**src/rtl/button_plant_pkg.sv**
```systemverilog
// Shared types and helpers for the NxM keypad scanner.
// Event records, scan states and pin polarity handling.
package button_plant_pkg;

    localparam int CODE_W = 6;

    function automatic int KEY_W(input int n);
        return (n <= 2) ? 1 : $clog2(n);
    endfunction

    typedef enum logic [1:0] {
        DWELL  = 2'd0,
        UPDATE = 2'd1,
        NEXT   = 2'd2
    } scan_state_t;

    typedef struct packed {
        logic              press;
        logic [CODE_W-1:0] code;
    } key_evt_t;

    // Maps a raw pin level to 1 = active for either board polarity.
    function automatic logic to_active(input logic raw, input bit active_low);
        return raw ^ active_low;
    endfunction

endpackage

```
**src/rtl/key_event_fifo.sv**
```systemverilog
// First-word-fall-through FIFO for keypad events.
// A push into a full FIFO succeeds only alongside a pop.
module key_event_fifo
    import button_plant_pkg::*;
#(
    parameter int DEPTH = 4
) (
    input  logic     clk,
    input  logic     rst,
    input  logic     push,
    input  key_evt_t din,
    input  logic     pop,
    output key_evt_t dout,
    output logic     empty,
    output logic     full
);

    localparam int AW = (DEPTH <= 2) ? 1 : $clog2(DEPTH);

    key_evt_t        mem [DEPTH];
    logic [AW-1:0]   wp;
    logic [AW-1:0]   rp;
    logic [AW:0]     count;
    logic            do_push;
    logic            do_pop;

    assign empty   = (count == '0);
    assign full    = (count == (AW+1)'(DEPTH));
    assign do_pop  = pop && !empty;
    assign do_push = push && (!full || do_pop);
    assign dout    = mem[rp];

    // Pointer and occupancy bookkeeping.
    always_ff @(posedge clk) begin
        if (rst) begin
            wp    <= '0;
            rp    <= '0;
            count <= '0;
        end else begin
            if (do_push) wp <= wp + 1'b1;
            if (do_pop)  rp <= rp + 1'b1;
            unique case ({do_push, do_pop})
                2'b10:   count <= count + 1'b1;
                2'b01:   count <= count - 1'b1;
                default: count <= count;
            endcase
        end
    end

    // Storage needs no reset; occupancy gates visibility.
    always_ff @(posedge clk) begin
        if (do_push) mem[wp] <= din;
    end

endmodule

```
**src/rtl/button_plant_nxm_manager.sv**
```systemverilog
// NxM keypad scanner with per-key debounce, toggle state
// and a buffered press/release event stream.
module button_plant_nxm_manager
    import button_plant_pkg::*;
#(
    parameter int COLS           = 3,
    parameter int ROWS           = 4,
    parameter int SCAN_DIV       = 50000,
    parameter int DEBOUNCE_SCANS = 4,
    parameter int ACTIVE_LOW     = 1,
    parameter int FIFO_DEPTH     = 4,
    localparam int KEYS          = ROWS * COLS,
    localparam int KW            = KEY_W(KEYS)
) (
    input  logic            aclk,
    input  logic            areset,
    output logic [COLS-1:0] O_BUTTON_COL,
    input  logic [ROWS-1:0] I_BUTTON_ROW,
    output logic [KEYS-1:0] o_key_push,
    output logic [KEYS-1:0] o_key_save,
    input  logic            i_save_clear,
    output logic            o_evt_valid,
    output logic [KW-1:0]   o_evt_code,
    output logic            o_evt_press,
    input  logic            i_evt_ready,
    output logic            o_evt_overflow
);

    localparam int  CW = KEY_W(COLS);
    localparam int  RW = KEY_W(ROWS);
    localparam int  DW = $clog2(SCAN_DIV);
    localparam bit  AL = (ACTIVE_LOW != 0);

    logic [ROWS-1:0] row_norm;
    logic [ROWS-1:0] sync1;
    logic [ROWS-1:0] sync2;
    logic [ROWS-1:0] snap;
    scan_state_t     state;
    logic [DW-1:0]   dwell_cnt;
    logic [RW-1:0]   row;
    logic [CW-1:0]   col;
    logic [KEYS-1:0] push;
    logic [KEYS-1:0] save;
    logic [3:0]      db_cnt [KEYS];
    logic [KW-1:0]   key_idx;
    logic            row_bit;
    logic            key_state;
    logic            flip;
    logic            overflow;
    key_evt_t        evt_in;
    key_evt_t        evt_head;
    logic            fifo_empty;
    logic            fifo_full;
    logic            evt_pop;
    logic            evt_unused;

    // Normalise row pins and drive the one-hot column strobe.
    always_comb begin
        for (int i = 0; i < ROWS; i++) begin
            row_norm[i] = to_active(I_BUTTON_ROW[i], AL);
        end
        for (int c = 0; c < COLS; c++) begin
            O_BUTTON_COL[c] = (col == CW'(c)) ^ AL;
        end
    end

    // Key under inspection this UPDATE cycle and its flip decision.
    always_comb begin
        key_idx      = KW'(int'(row) * COLS + int'(col));
        row_bit      = snap[row];
        key_state    = push[key_idx];
        flip         = (state == UPDATE) && (row_bit != key_state)
                       && (db_cnt[key_idx] == 4'(DEBOUNCE_SCANS - 1));
        evt_in.press = ~key_state;
        evt_in.code  = CODE_W'(key_idx);
    end

    // Two-flop synchroniser for the asynchronous row pins.
    always_ff @(posedge aclk) begin
        if (areset) begin
            sync1 <= '0;
            sync2 <= '0;
        end else begin
            sync1 <= row_norm;
            sync2 <= sync1;
        end
    end

    // Scan sequencer: dwell on a column, walk its rows, advance.
    always_ff @(posedge aclk) begin
        if (areset) begin
            state     <= DWELL;
            dwell_cnt <= '0;
            row       <= '0;
            col       <= '0;
            snap      <= '0;
        end else begin
            unique case (state)
                DWELL: begin
                    if (dwell_cnt == DW'(SCAN_DIV - 1)) begin
                        dwell_cnt <= '0;
                        snap      <= sync2;
                        row       <= '0;
                        state     <= UPDATE;
                    end else begin
                        dwell_cnt <= dwell_cnt + 1'b1;
                    end
                end
                UPDATE: begin
                    if (row == RW'(ROWS - 1)) begin
                        row   <= '0;
                        state <= NEXT;
                    end else begin
                        row <= row + 1'b1;
                    end
                end
                NEXT: begin
                    col   <= (col == CW'(COLS - 1)) ? '0 : col + 1'b1;
                    state <= DWELL;
                end
                default: state <= DWELL;
            endcase
        end
    end

    // Per-key debounce counters and debounced pressed state.
    always_ff @(posedge aclk) begin
        if (areset) begin
            for (int k = 0; k < KEYS; k++) db_cnt[k] <= '0;
            push <= '0;
        end else if (state == UPDATE) begin
            if (row_bit == key_state) begin
                db_cnt[key_idx] <= '0;
            end else if (flip) begin
                db_cnt[key_idx] <= '0;
                push[key_idx]   <= ~key_state;
            end else begin
                db_cnt[key_idx] <= db_cnt[key_idx] + 4'd1;
            end
        end
    end

    // Toggle state flips on each debounced press; clear wins.
    always_ff @(posedge aclk) begin
        if (areset) begin
            save <= '0;
        end else if (i_save_clear) begin
            save <= '0;
        end else if (flip && !key_state) begin
            save[key_idx] <= ~save[key_idx];
        end
    end

    // Sticky flag for an event lost to a full FIFO.
    always_ff @(posedge aclk) begin
        if (areset) begin
            overflow <= 1'b0;
        end else if (flip && fifo_full && !evt_pop) begin
            overflow <= 1'b1;
        end
    end

    key_event_fifo #(
        .DEPTH (FIFO_DEPTH)
    ) u_fifo (
        .clk   (aclk),
        .rst   (areset),
        .push  (flip),
        .din   (evt_in),
        .pop   (evt_pop),
        .dout  (evt_head),
        .empty (fifo_empty),
        .full  (fifo_full)
    );

    assign evt_pop        = o_evt_valid && i_evt_ready;
    assign o_evt_valid    = !fifo_empty;
    assign o_evt_code     = evt_head.code[KW-1:0];
    assign o_evt_press    = evt_head.press;
    assign o_evt_overflow = overflow;
    assign o_key_push     = push;
    assign o_key_save     = save;
    assign evt_unused     = ^evt_head.code;

endmodule

```
**config.mk**
```make
export PLATFORM = sky130hd
export DESIGN_NAME = button_plant_nxm_manager
export DESIGN_NICKNAME = d
export VERILOG_FILES = /design/src/rtl/button_plant_pkg.sv /design/src/rtl/key_event_fifo.sv /design/src/rtl/button_plant_nxm_manager.sv
export SDC_FILE = /design/constraint.sdc
export NUM_CORES = 1
export LEC_CHECK = 0
export ABC_AREA = 1
export CAP_MARGIN = 20
export CORE_ASPECT_RATIO = 0.9
export CORE_MARGIN = 2
export CORE_UTILIZATION = 55
export DETAILED_ROUTE_END_ITERATION = 8
export HOLD_SLACK_MARGIN = 0.08
export PLACE_DENSITY = 0.75
export SLEW_MARGIN = 30
export SYNTH_ARGS = -nofsm -noshare
export SYNTH_HDL_FRONTEND = slang
export SYNTH_SLANG_ARGS = --single-unit
export TNS_END_PERCENT = 1
```
**constraint.sdc**
```tcl
create_clock -name aclk -period 5.15 [get_ports aclk]
set_input_delay 1.03 -clock aclk [delete_from_list [all_inputs] [get_ports aclk]]
set_output_delay 1.03 -clock aclk [all_outputs]
set_load 0.005 [all_outputs]
```
==> impl_metrics.json, run 1 <==
{
  "synthAdderAreaFrac_pct": 2.51,
  "muxShareOfSynthArea_pct": 0,
  "cp_slowest_cell": "ha_1",
  "drive_gt1_share_pct": 6.07,
  "io_pins": 42,
  "max_clock_freq_mhz": 226,
  "cts_buffers": 17,
  "place.gp.congestion": 0.891,
  "io_buffer_count": 41,
  "die_h_microns": 110,
  "hold_violations": 0,
  "p_leak_nw": 3.04,
  "cts_max_level": 4,
  "cts_resized": 0,
  "worst_pin_slew_ns": 0.866,
  "vias": 5845,
  "dieArea_sq_um": 13400,
  "core_sq_um": 12100,
  "yosysWarnings": 0,
  "numClockSinks": 152,
  "async_flop_share_pct": 0,
  "postCtsHoldBufs": 0,
  "seq_area_sq_um": 3880,
  "drt-total-wl_microns": 17400,
  "antenna_found_initial": 0,
  "grt_start_max_net_pins": 29,
  "dp_hpwl_microns": 11900,
  "overflow": 0,
  "dr.pass1.iters": 5,
  "yosys.area_share.xor_xnor_pct": 0.381,
  "clk_latency_ns": 0.43,
  "cpMostUsedCell": "nor2_1",
  "yosys_register_bits": 152,
  "hold_path.class": "reg2reg",
  "critPathMaxFanout": 16,
  "reg2reg_slack_ns": 0.72,
  "area_delta_synth_final_pct": 16.0,
  "worstSetupStartpointType": "flip-flop",
  "path_delay_family": "adder cells",
  "ir_drop_v": 0.000353,
  "rows": 38,
  "finalMaxSlewViolations": 0,
  "grt_pass1_vias": 5362,
  "synth-simple-area-share_pct": 24.4,
  "fin_skew_ns": 0.00783,
  "post-route-util_pct": 65.9,
  "cts_tree": "done",
  "die_width_microns": 122,
  "path_buf_inv": 2,
  "drt_iter0_drc": 588,
  "cts_root_buffer": "clkbuf_16",
  "wl_per_cell_microns": 16.8,
  "avgSynthCellArea_sq_um": 8.38,
  "antenna_cells": 0,
  "clockBufferDepth": 2,
  "fin_nets": 880,
  "powerDensity_nw_per_um2": 344,
  "min_period_ns": 4.43,
  "grt_pass1_wl_microns": 27200,
  "fillers": 997,
  "rsz0062_at_grt": "no",
  "slowest_delay_ns": 0.65,
  "synth_edf_count": 84,
  "postCtsSetupBuffers": 0,
  "period_share_pct": 85.9,
  "initial_core_util_pct": 56.8,
  "totalNegativeSetupSlack_ns": 0,
  "synth_nets": 842,
  "crit_arrival_ns": 4.79,
  "max_cap_viol_count": 0,
  "ys.flop_type": "edfxtp_1",
  "crit_type": "reg2reg",
  "post-route-drc-count": 0,
  "setup_violations": 0,
  "synth_cells": 822,
  "critical_path.cell_chain": "fa_1, ha_1, inv_1, nand2_2, o22ai_1, o21ai_0, nand2_1, nor2_1, ha_1, nand3_2, nor2_1, nand2_1, nand2_1, fa_1, inv_1, nor2_1, nor2_1",
  "multi_input_area_sq_um": 2540,
  "max_slew_margin_pct": 42.2,
  "grt_use_total_pct": 27.0,
  "seq_area_frac_synth_pct": 56.4,
  "synth_top_family_by_area": "simple AND/OR/NAND/NOR gates",
  "endpoint_kind": "flip-flop",
  "ant_nets": 0,
  "required_ns": 5.51,
  "status": "finished clean",
  "synth_compound_area_share_pct": 9.59,
  "clkTransAtPathRegs_ns": 0.06,
  "syn-cell-area_sq_um": 6890,
  "viasPerCell": 5.66,
  "synth_cell_types": 33
}
-- per-layer routing --
metal,track usage (%),part of all wire [%],up-vias
met5,0,0,-
met4,9.52,1.9,0
met3,5.86,8.3,35
met2,43.2,47,298
met1,36.7,43,2737
li1,-,-,2775
-- flip-flops by register name (all words and copies together) (netlist names), named ones only --
name            flops
col                 2
db_cnt             64
dwell_cnt          16
o_evt_overflow      1
o_key_push         12
o_key_save         12
row                 2
snap                4
state               2
sync1               4
sync2               4
u_fifo.count        3
u_fifo.mem         20
u_fifo.rp           2
u_fifo.wp           2
-- cells by family after synthesis --
group,Yosys count
AOI/OAI and AO/OA,122
xor gates and xnor gates,3
buffers and inverters,118
DFF,152
and+or+nand+nor,415
adders and majority gates,12
-- cell usage in the layout (no fill, tap or decap), types with 2 or more instances in the layout --
| cell | netlist | final |
|---|---|---|
| nand2_1 | 198 | 198 |
| nor2_1 | 154 | 154 |
| inv_1 | 84 | 84 |
| edfxtp_1 | 84 | 84 |
| dfxtp_1 | 68 | 68 |
| o21ai_0 | 44 | 44 |
| a21oi_1 | 41 | 41 |
| clkdlybuf4s50_1 | 0 | 41 |
| nand3_1 | 32 | 32 |
| o22ai_1 | 26 | 26 |
| clkbuf_16 | 0 | 17 |
| nor3_1 | 12 | 12 |
| nand4_1 | 9 | 9 |
| ha_1 | 9 | 9 |
| inv_2 | 6 | 6 |
| o21ai_1 | 6 | 6 |
| clkinvlp_4 | 0 | 5 |
| inv_6 | 0 | 5 |
| buf_4 | 1 | 5 |
| clkinv_4 | 0 | 4 |
| nand3_2 | 3 | 3 |
| nand2_2 | 3 | 3 |
| fa_1 | 3 | 3 |
| xor2_1 | 2 | 2 |
-- tightest hold or removal path: stages (launching register included) --
cell and delay (ns):
dfxtp_1 0.30, inv_1 0.04, nor2_1 0.03
-- power by group --
| group | switching [mW] | total [mW] | internal, mW | leakage [nW] |
|---|---|---|---|---|
| Combinational | 0.120 | 0.208 | 0.0882 | 1.39 |
| Sequential | 0.0259 | 1.33 | 1.31 | 1.38 |
| Clock | 0.533 | 1.21 | 0.673 | 0.263 |
| Total | 0.679 | 2.75 | 2.07 | 3.04 |
-- cells in the mapped netlist (all sizes together) (12+ instances only) --
library cell	instances	area share, %
inv	90	4.9
nor3	12	0.87
o22ai	26	2.4
buf	14	1.0
dfxtp	68	20
a21oi	41	3.0
edfxtp	84	37
nor2	156	8.6
clkbuf	13	0.71
nand3	35	2.8
o21ai	50	3.6
nand2	201	11
-- metrics by stage --
step / power (mW) / instance area [sq um] / std cells / setup slack [ns] / hold slack [ns]
after CTS: 2.75 / 7990 / 1033 / 0.779 / 0.403
after detailed placement: 1.57 / 7420 / 1001 / 0.808 / 0.395
after global routing: 2.83 / 7990 / 1033 / 0.331 / 0.436
final: 2.75 / 7990 / 1033 / 0.725 / 0.402
after global placement: 1.56 / 7420 / 1001 / 1.00 / 0.392
after floorplan: 1.47 / 6890 / 822 / 1.43 / 0.388
-- area by class of cell --
type	count	share of cell area [%]
inverters	91	4.28
clock inverters	15	1.83
flip-flops and latches	152	48.6
well taps	160	2.51
repair buffers	46	5.61
clock buffers	17	5.33
multi-input cells	552	31.8
-- path summary, 6_finish.rpt --
path	start	endpoint	cells past startpoint
max	row[0]	u_fifo.count[1]	17
min	sync1[2]	sync2[2]	2
max reg2reg	row[0]	u_fifo.count[1]	17
min reg2reg	sync1[2]	sync2[2]	2
Note: power is estimated with default switching activity, not from simulation.
==> run 2, diff against run 1 <==
- DONT_BUFFER_PORTS: unset -> 1
- PLACE_DENSITY: 0.75 -> 0.7
==> run 2 against run 1 <==
Against the previous run:
- sequential cell count unchanged
- register-to-register slack got worse by 0.03 ns
- clock power increased by 3%
- sequential power about the same
==> impl_metrics.json, run 2 (synthesis results as in run 1) <==
{
  "max_slew_margin_pct": 38.5,
  "initial_core_util_pct": 56.8,
  "dp_hpwl_microns": 12100,
  "clk_latency_ns": 0.43,
  "max_clock_freq_mhz": 224,
  "cp_slowest_cell": "ha_1",
  "ant_nets": 0,
  "cts_root_buffer": "clkbuf_16",
  "cts_buffers": 17,
  "io_pins": 42,
  "area_delta_synth_final_pct": 10.2,
  "antenna_cells": 0,
  "worstSetupStartpointType": "flip-flop",
  "grt_start_max_net_pins": 30,
  "grt_pass1_wl_microns": 27000,
  "rsz0062_at_grt": "no",
  "clockBufferDepth": 2,
  "viasPerCell": 5.70,
  "p_leak_nw": 2.91,
  "slowest_delay_ns": 0.62,
  "io_buffer_count": 0,
  "post-route-util_pct": 62.6,
  "fillers": 1053,
  "endpoint_kind": "flip-flop",
  "setup_violations": 0,
  "antenna_found_initial": 0,
  "multi_input_area_sq_um": 2540,
  "postCtsSetupBuffers": 0,
  "fin_nets": 837,
  "worst_pin_slew_ns": 0.921,
  "ir_drop_v": 0.000372,
  "powerDensity_nw_per_um2": 361,
  "totalNegativeSetupSlack_ns": 0,
  "overflow": 0,
  "seq_area_sq_um": 3880,
  "route.met3.wl_microns": 1680,
  "final_common_cell": "nand2_1",
  "met1_length_microns": 7570,
  "period_share_pct": 86.5,
  "die_h_microns": 110,
  "regMostFlops": "db_cnt",
  "max_cap_viol_count": 0,
  "cts_tree": "done",
  "post-route-drc-count": 0,
  "clkTransAtPathRegs_ns": 0.06,
  "crit_type": "reg2reg",
  "required_ns": 5.22,
  "place.gp.congestion": 0.891,
  "numClockSinks": 152,
  "min_period_ns": 4.46,
  "die_width_microns": 122,
  "drt-total-wl_microns": 17600,
  "cts_max_level": 4,
  "rows": 38,
  "top_regs": "db_cnt: 64 flops, u_fifo.mem: 20 flops, dwell_cnt: 16 flops",
  "critPathMaxFanout": 15,
  "wl_per_cell_microns": 17.8,
  "wl_met2_microns": 8030,
  "routed.top_layer": "met4",
  "hold_path.class": "reg2reg",
  "cts_resized": 0,
  "layout_common_cells": "nand2_1 (198), nor2_1 (153), inv_1 (84), edfxtp_1 (84), dfxtp_1 (68)",
  "finalMaxSlewViolations": 0,
  "dr.pass1.iters": 6,
  "fin_skew_ns": 0.00838,
  "vias": 5641,
  "dieArea_sq_um": 13400,
  "grt_pass1_vias": 5059,
  "largest_reg_flops": 64,
  "status": "finished clean",
  "postCtsHoldBufs": 0,
  "grt_use_total_pct": 27.2,
  "crit_arrival_ns": 4.52,
  "hold_violations": 0,
  "core_sq_um": 12100,
  "drt_iter0_drc": 540,
  "drive_gt1_share_pct": 5.90,
  "critical_path.cell_chain": "fa_1, ha_1, inv_1, nand2_2, o22ai_1, o21ai_0, nand2_1, nor2_1, ha_1, nand3_2, nor2_4, nand2_1, nor2_1"
}
-- run 2: layer usage --
layer | vias to the layer above | GRT usage, %
li1 | 2681 | -
met1 | 2654 | 36.3
met2 | 272 | 42.2
met3 | 34 | 9.21
met4 | 0 | 8.62
met5 | - | 0
-- run 2: worst max-delay path, delay by kind of cell, from the launching register on --
family          cells  cell delay [ns]
buf+inv             1             0.38
compound gates      2             0.31
flops               1             0.49
simple gates        7             1.58
fa+ha+maj           3             1.31
-- run 2: final timing paths --
check / startpoint / endpoint / slack (ns) / depth (start not counted)
setup / recovery: row[0] / u_fifo.mem[2][0] / 0.69 / 13
hold / removal: sync1[3] / sync2[3] / 0.40 / 2
setup reg to reg: row[0] / u_fifo.mem[2][0] / 0.69 / 13
hold reg to reg: sync1[3] / sync2[3] / 0.40 / 2
-- run 2: layout make-up --
class | count | share of cell area (%)
flip-flops and latches | 152 | 51.1
clock buffers | 26 | 7.13
clock inverters | 6 | 0.774
repair buffers | 3 | 0.297
multi-input cells | 552 | 33.5
inverters | 91 | 4.50
well taps | 160 | 2.64
-- run 2: power by group --
part	internal, mW	switching, mW
clock	0.772	0.473
sequential	1.31	0.0251
combinational	0.0475	0.119
-- run 2: stage by stage --
step                worst slack [ns]  power, mW  cells  hold slack [ns]  area [sq um]
finish                         0.694       2.74    990            0.402          7590
CTS                            0.751       2.75    990            0.402          7590
global placement                1.01       1.51    958            0.393          6990
global route                   0.316       2.83    990            0.429          7590
floorplan                       1.43       1.47    822            0.388          6890
detailed placement             0.792       1.52    958            0.394          6990
